--- src/rtl/rfp_gpi_matrix.sv ---
// GPI routing matrix: synchronizes accessory inputs, routes them to RFIC control outputs.
// Shadow/active route tables; optional glitch filter under RFP_GPI_FILTER_EN.
//
// Ports:
//   clk, rstn       clock and synchronous active-low reset
//   input_lines     asynchronous accessory inputs
//   output_lines    routed, registered control outputs
//   cfg_wr          configuration write strobe
//   input_select    source code for the write
//   output_select   destination entry, or all-ones to commit shadow to active
//   cfg_pending     shadow table differs from active table
module rfp_gpi_matrix #(
  parameter int NUM_IN     = 6,
  parameter int NUM_OUT    = 8,
  parameter int SEL_W      = 4,
  parameter int FILTER_CNT = 4
) (
  input  logic               clk,
  input  logic               rstn,
  input  logic [NUM_IN-1:0]  input_lines,
  output logic [NUM_OUT-1:0] output_lines,
  input  logic               cfg_wr,
  input  logic [SEL_W-1:0]   input_select,
  input  logic [SEL_W-1:0]   output_select,
  output logic               cfg_pending
);

  localparam logic [SEL_W-1:0] CODE_ZERO   = SEL_W'(NUM_IN);
  localparam logic [SEL_W-1:0] CODE_ONE    = SEL_W'(NUM_IN + 1);
  localparam logic [SEL_W-1:0] CODE_COMMIT = '1;
  localparam logic [SEL_W-1:0] OUT_LIMIT   = SEL_W'(NUM_OUT);

  logic [NUM_IN-1:0] sync1_q;
  logic [NUM_IN-1:0] sync2_q;
  logic [NUM_IN-1:0] filt;

  always_ff @(posedge clk) begin
    if (!rstn) begin
      sync1_q <= '0;
      sync2_q <= '0;
    end else begin
      sync1_q <= input_lines;
      sync2_q <= sync1_q;
    end
  end

`ifdef RFP_GPI_FILTER_EN
  localparam logic [7:0] CNT_LAST = 8'(FILTER_CNT - 1);

  logic [NUM_IN-1:0]      filt_q;
  logic [NUM_IN-1:0][7:0] cnt_q;

  // The counter runs only while the synchronized value disagrees with
  // the filtered one; reaching FILTER_CNT disagreeing cycles flips it.
  always_ff @(posedge clk) begin
    if (!rstn) begin
      filt_q <= '0;
      cnt_q  <= '0;
    end else begin
      for (int i = 0; i < NUM_IN; i++) begin
        if (sync2_q[i] == filt_q[i]) begin
          cnt_q[i] <= '0;
        end else if (cnt_q[i] == CNT_LAST) begin
          filt_q[i] <= sync2_q[i];
          cnt_q[i]  <= '0;
        end else begin
          cnt_q[i] <= cnt_q[i] + 8'd1;
        end
      end
    end
  end

  assign filt = filt_q;
`else
  assign filt = sync2_q;
`endif

  logic [NUM_OUT-1:0][SEL_W-1:0] shadow_q;
  logic [NUM_OUT-1:0][SEL_W-1:0] shadow_d;
  logic [NUM_OUT-1:0][SEL_W-1:0] active_q;
  logic [NUM_OUT-1:0][SEL_W-1:0] active_d;
  logic                          wr_entry;
  logic                          wr_commit;

  assign wr_entry  = cfg_wr && (output_select < OUT_LIMIT);
  assign wr_commit = cfg_wr && (output_select == CODE_COMMIT);

  always_comb begin
    shadow_d = shadow_q;
    for (int k = 0; k < NUM_OUT; k++) begin
      if (wr_entry && output_select == SEL_W'(k)) begin
        shadow_d[k] = input_select;
      end
    end
    active_d = wr_commit ? shadow_q : active_q;
  end

  always_ff @(posedge clk) begin
    if (!rstn) begin
      shadow_q    <= {NUM_OUT{CODE_ZERO}};
      active_q    <= {NUM_OUT{CODE_ZERO}};
      cfg_pending <= 1'b0;
    end else begin
      shadow_q    <= shadow_d;
      active_q    <= active_d;
      cfg_pending <= (shadow_d != active_d);
    end
  end

  logic [NUM_OUT-1:0] route;

  // Codes at or above NUM_IN other than CODE_ONE all resolve to 0.
  always_comb begin
    route = '0;
    for (int k = 0; k < NUM_OUT; k++) begin
      for (int i = 0; i < NUM_IN; i++) begin
        if (active_q[k] == SEL_W'(i)) begin
          route[k] = filt[i];
        end
      end
      if (active_q[k] == CODE_ONE) begin
        route[k] = 1'b1;
      end
    end
  end

  always_ff @(posedge clk) begin
    if (!rstn) begin
      output_lines <= '0;
    end else begin
      output_lines <= route;
    end
  end

endmodule

--- config.mk ---
export PLATFORM = sky130hd
export DESIGN_NAME = rfp_gpi_matrix
export DESIGN_NICKNAME = d
export VERILOG_FILES = /design/src/rtl/rfp_gpi_matrix.sv
export SDC_FILE = /design/constraint.sdc
export NUM_CORES = 1
export LEC_CHECK = 0
export ABC_AREA = 1
export ABC_CLOCK_PERIOD_IN_PS = 4800
export BUFFER_PORTS_ARGS = -buffer_cell sky130_fd_sc_hd__buf_2
export CORE_MARGIN = 1
export CORE_UTILIZATION = 40
export CTS_CLUSTER_DIAMETER = 60
export DETAILED_ROUTE_END_ITERATION = 10
export PLACE_DENSITY = 0.56
export SKIP_LAST_GASP = 1
export SYNTH_ARGS = -nofsm -noshare
export SYNTH_HDL_FRONTEND = slang
export SYNTH_SLANG_ARGS = --single-unit
export TNS_END_PERCENT = 100
--- constraint.sdc ---
create_clock -name clk -period 4.8 [get_ports clk]
set_clock_uncertainty 0.15 [all_clocks]
set_input_delay 0.48 -clock clk [delete_from_list [all_inputs] [get_ports clk]]
set_output_delay 0.48 -clock clk [all_outputs]
set_load 0.005 [all_outputs]
* Word-level counts from Yosys, hierarchy flattened
Cells that the tools add are included.
** Word-level totals
- Flip-flop bits (word level) :: 85
- Bits of input ports :: 17
** Cells by class
- Order comparisons :: 1
- Eq/ne operators :: 57
- Mux-type cells :: 65
- Reduce and logical (&&, ||, !) cells :: 19
** Operator list (count)
- == test 4 x 3 -> 1 bit, second input constant :: 28
- == test 4 x 2 -> 1 bit, second input constant :: 18
- two-way mux 1 bit :: 56
- == test 4 x 1 -> 1 bit, second input constant :: 9
- zero test 4 bit :: 9
- two-way mux 32 bit :: 1
- two-way mux 4 bit :: 8
- != test 32 bit :: 1
- logical AND 1 bit :: 10
- == test 4 bit, second input constant :: 1
- < comparator 4 bit, second input constant :: 1

* Logic depth before layout (Yosys ltp)
- Depth after elaboration :: 8
- Depth in mapped cells :: 15
- Gate-level depth less buffers :: 14

* Worst setup path before layout
OpenSTA, ideal clock, no wires.
- Kind :: input to register
- Start :: input output_select[2]
- End :: register cfg_pending
- Library setup time :: 128 ps
- Data arrival time :: 1657 ps
- Data required time :: 4522 ps
- Slack :: 2865 ps
- Stages on the path :: 14
- Path buffers :: 3
- Path through :: buf_4 -> nand3_2 -> nor2_4 -> buf_6 -> buf_4 -> o21ai_1 -> nand2_1 -> nand2_1 -> nor2_1 -> nand2_1 -> nor2_1 -> nand2_1 -> nor2_1 -> nor2_1
** On the way
- Longest elaborated chain between the ends :: 5
- Elaborated cells between the ends (all ways) :: 30
- Those cells by class :: order compare (1); eq/ne (9); mux (9); reduce/logical (11)
** Ends and longest elaborated chain
- start: declaration :: line 24 : input logic [SEL_W-1:0] output_select,
- < comparator 4 bit :: line 85 : assign wr_entry = cfg_wr && (output_select < OUT_LIMIT);
- logical AND 1 bit :: line 85
- logical AND 1 bit :: line 91 : if (wr_entry && output_select == SEL_W'(k)) begin
- two-way mux 4 bit :: line 91
- != test 32 bit (*) :: line 106 : cfg_pending <= (shadow_d != active_d);
- end signal: assignment :: line 106
- end: declaration :: line 25 : output logic cfg_pending
Every way passes the cells marked *; elsewhere a longest branch is shown, timed or not.
A chain may end at the register's enable or synchronous reset.

* Worst setup path in the final report
Ends and elaborated chain as after synthesis.

==> impl.org <==
** Clock tree
- Maximum clock path buffer count :: 2
- The later pin in the worst-skew pair is clocked with a latency of 0.35 ns.
- Num Clock Sinks :: 85
- Total CTS buffers :: 9
- Once the clock tree was built, the setup fixing pass inserted 0 buffers.
- Clock-pin slew was measured on the worst setup and hold paths at roughly 0.060 ns.
- TritonCTS clock tree :: done
- Gates resized, CTS repair :: 0
- The cell sitting at the root of the clock tree is a sky130_fd_sc_hd__clkbuf_16.
- Hold repair after CTS inserted 0 buffers.
- The H-tree was split into 3 levels.

** Floorplan
- 26 I/O pins were placed.
- The core region is roughly 12,000 µm².
- The floorplan step set the die width to about 110 µm.
- Cell row count :: 39
- The die covers 12,630 µm².
- Measured along the y axis, the die boundary spans between 100 and 150 µm.
- The initial utilization of the core area, before any placement, comes to a little over two fifths.

** Place
- Routability-driven placement finished with a final weighted congestion of 0.8079.
- Sum of net half-perimeters after detailed placement :: a little over 9000 µm
- Once placement finished, the instance area stood at about 5100 µm².
- # port buffers :: 25

** Global route
- The first global-routing pass estimated between 20,000 and 25,000 µm of wire.
- Met2 layer usage reported by global route :: about two fifths
- Entering global routing, the biggest net connects 56 pins.
- The layer flagged by global routing as most heavily used is met2.
- The number of antenna violations at the first check in global routing was 0.
- Global routing consumed, on the met1 layer, approximately 30% of the routing resources.
- Overall Global Routing Usage :: between 20% and 30%
- Grt met3 use :: under 10%
- Number of global-route vias before repair :: 4,603
- The total overflow left after global routing is 0.

** Synth
- Mean post-synth cell area :: 5.786 µm²
- The synthesized netlist contains 22 unique library cells.
- Yosys synthesis warning count :: 0
- Synth Net Count :: about 860
- Flop and latch count out of synthesis :: 85
- The synthesized netlist occupies a cell area of 4872 µm².
- Mapped Cells :: approximately 840
- Summing the sequential cell areas from Yosys gives around a third of the chip area.

** Cells and area
- Ant diodes :: 0
- The post-route netlist has 7.386% of its cells at a drive strength greater than 1.
- Number of nets in the layout :: roughly 870
- After routing the design area is 5378 µm².
- The area growth from synthesis to layout is 10.37%.

** Power
- For this design the ratio of total power to cell area is 305.5 nW/µm².
- Max VDD drop :: 0.1891 mV
- Standby leakage power :: 2.796 nW

** Setup path
- The worst setup path is of the in2reg kind.
- The slowest stage of the critical path belongs to the cell sky130_fd_sc_hd__nor2_4.
- Cell type group with the largest total delay on the critical path :: simple AND/OR/NAND/NOR gates
- Maximum fanout encountered on the critical timing path :: 55
- At the worst endpoint, the required time is 4.87 ns.
- Data on the critical path arrives at its endpoint at 2.62 ns.
- Counting cells, the worst reg-to-reg path comes to 4.
- Ordered list of cells on the worst path :: buf_2, nand3_2, nor2_4, buf_12, o21ai_0, nand2_1, nand2_1, nor2_1, nand2_1, nor2_1, nand2_1, nor2_1, nor2_1
- The worst setup path is launched from an input pin.
- Across all register-to-register paths, the minimum setup slack is approximately 3.1 ns.
- The startpoint identified for the worst register-to-register timing path is filt[1].
- The endpoint identified for the worst register-to-register timing path is output_lines[1].
- On the worst path, the slowest cell contributes a delay of 0.73 ns.
- Sum of buffers and inverters on the critical path :: 2
- STA classifies the critical path endpoint as a register.

** STA
- Setup violations remaining at the end of the flow were counted as 0.
- Setup repair after global routing missed its margin :: no
- Number of max-slew violations in the final report :: 0
- The number of hold-slack violations in the final timing report is 0.
- Fin crit share :: 53.10%
- Post-Route Setup TNS :: 0 ns
- In this run the tightest slew margin relative to its limit is 36.67%.
- For the pin with the worst max-slew slack, the measured transition is 0.9477 ns.
- The worst path needs ~2.5 ns of the cycle, external delays included.
- Highest achievable clock rate :: between 0.3 and 0.4 GHz

** Drt
- The detailed router finished its first iteration with 355 violations.
- Total vias in the final route :: roughly 5,000
- After detailed routing, the average wire length per cell comes to 14.07 µm.
- The first detailed-routing pass ran for 5 iterations.
- Using the TritonRoute via totals, the vias-per-cell ratio works out to between 5 and 6.
- Number of design rule violations left after detail routing :: 0
- The detail route stage leaves a number of antenna-violating nets equal to 0.
- The final layout contains routed wiring with a total length of between 10,000 and 15,000 µm.

** Min path
- Startpoint of the worst hold path :: input_lines[3]
- The worst hold path was traced through 3 stages.
- Worst hold path class :: in2reg
- Hold path endpoint :: sync1_q[3]

** Status
- The run finished with clean final reports.

** Flow run
- The tool flagged a number of max-cap violations equal to 0.
synth_stat cells:
library cell	number	share of area, %
sky130_fd_sc_hd__a2111oi_0	8	1.4
sky130_fd_sc_hd__a21oi_1	8	0.82
sky130_fd_sc_hd__buf_2	14	1.4
sky130_fd_sc_hd__buf_4	3	0.46
sky130_fd_sc_hd__buf_6	1	0.23
sky130_fd_sc_hd__clkbuf_1	13	1.0
sky130_fd_sc_hd__clkbuf_2	1	0.10
sky130_fd_sc_hd__clkinv_1	2	0.15
sky130_fd_sc_hd__dfxtp_1	85	35
sky130_fd_sc_hd__inv_1	82	6.3
sky130_fd_sc_hd__inv_2	6	0.46
sky130_fd_sc_hd__nand2_1	429	33
sky130_fd_sc_hd__nand2_2	2	0.26
sky130_fd_sc_hd__nand3_1	50	5.1
sky130_fd_sc_hd__nand3_2	6	1.2
sky130_fd_sc_hd__nand4_1	1	0.13
sky130_fd_sc_hd__nor2_1	58	4.5
sky130_fd_sc_hd__nor2_2	3	0.39
sky130_fd_sc_hd__nor2_4	3	0.69
sky130_fd_sc_hd__o211ai_1	8	1.2
sky130_fd_sc_hd__o21ai_0	39	4.0
sky130_fd_sc_hd__o21ai_1	20	2.1
state kept, by name, indices dropped and copies added (netlist names):
register      cells
shadow_q         32
active_q         32
sync1_q           6
output_lines      8
cfg_pending       1
filt              6
layout by cell type (no fill, tap or decap), types with 9 or more instances in the layout:
cell | Yosys | routed
sky130_fd_sc_hd__o21ai_1 | 20 | 20
sky130_fd_sc_hd__nand2_1 | 429 | 429
sky130_fd_sc_hd__nand3_1 | 50 | 50
sky130_fd_sc_hd__o21ai_0 | 39 | 39
sky130_fd_sc_hd__clkbuf_16 | 0 | 9
sky130_fd_sc_hd__dfxtp_1 | 85 | 85
sky130_fd_sc_hd__inv_1 | 82 | 82
sky130_fd_sc_hd__buf_2 | 14 | 25
sky130_fd_sc_hd__nor2_1 | 58 | 58
report_power, final:
part	internal [mW]	total [mW]	leakage [nW]	switching, mW
Sequential	0.720	0.732	0.691	0.0127
Clock	0.469	0.772	0.155	0.303
Combinational	0.0371	0.138	1.95	0.101
Total	1.23	1.64	2.80	0.417
stage by stage:
stage                     util (%)  cells  total power [mW]  worst slack [ns]  hold slack, ns
after CTS                    46.11    996             1.654             2.263          0.1518
after global routing         46.11    996             1.707             1.917          0.1602
final                        46.11    996             1.643             2.251          0.1582
after floorplan                  -    842            0.8363             2.865          0.2405
after global placement       43.33    981            0.8850             1.933          0.2428
after detailed placement     43.33    981            0.8858             1.903          0.2477
tightest hold or removal path, stage by stage:
cell,delay [ns]
sky130_fd_sc_hd__buf_2,0.07
sky130_fd_sc_hd__nand2_1,0.04
sky130_fd_sc_hd__inv_1,0.04
kinds of logic after synthesis:
logic type / after synthesis / share of synthesized area (%)
buffers and inverters: 122 / 10.17
flip-flops: 85 / 34.93
AND/OR/NAND/NOR: 552 / 45.35
AO/OA/AOI/OAI: 83 / 9.553
area by class of cell:
| cell class | instances | area [µm²] |
|---|---|---|
| well taps | 143 | 178.9 |
| fillers | 1251 | 6285 |
| multi-input cells | 635 | 2675 |
| flip-flops and latches | 85 | 1702 |
| inverters | 90 | 337.8 |
| repair buffers | 28 | 160.2 |
| clock buffers | 10 | 239.0 |
| clock inverters | 5 | 85.08 |
layer usage:
layer	part of all wire (%)	wire (µm)	vias up
li1	-	-	2617
met1	45	6324	2213
met2	46	6427	141
met3	6.6	920	25
met4	2.4	342	0
met5	0	0	-
worst max path at each step:
stage	start	endpoint	slack [ns]	depth (start not counted)
after floorplan	output_select[2]	cfg_pending	2.87	14
after global placement	output_select[2]	cfg_pending	1.93	13
after detailed placement	output_select[2]	cfg_pending	1.90	13
after CTS	output_select[2]	cfg_pending	2.26	13
after global routing	output_select[2]	cfg_pending	1.92	13
final	output_select[2]	cfg_pending	2.25	13
(Power assumes the default switching activity.)
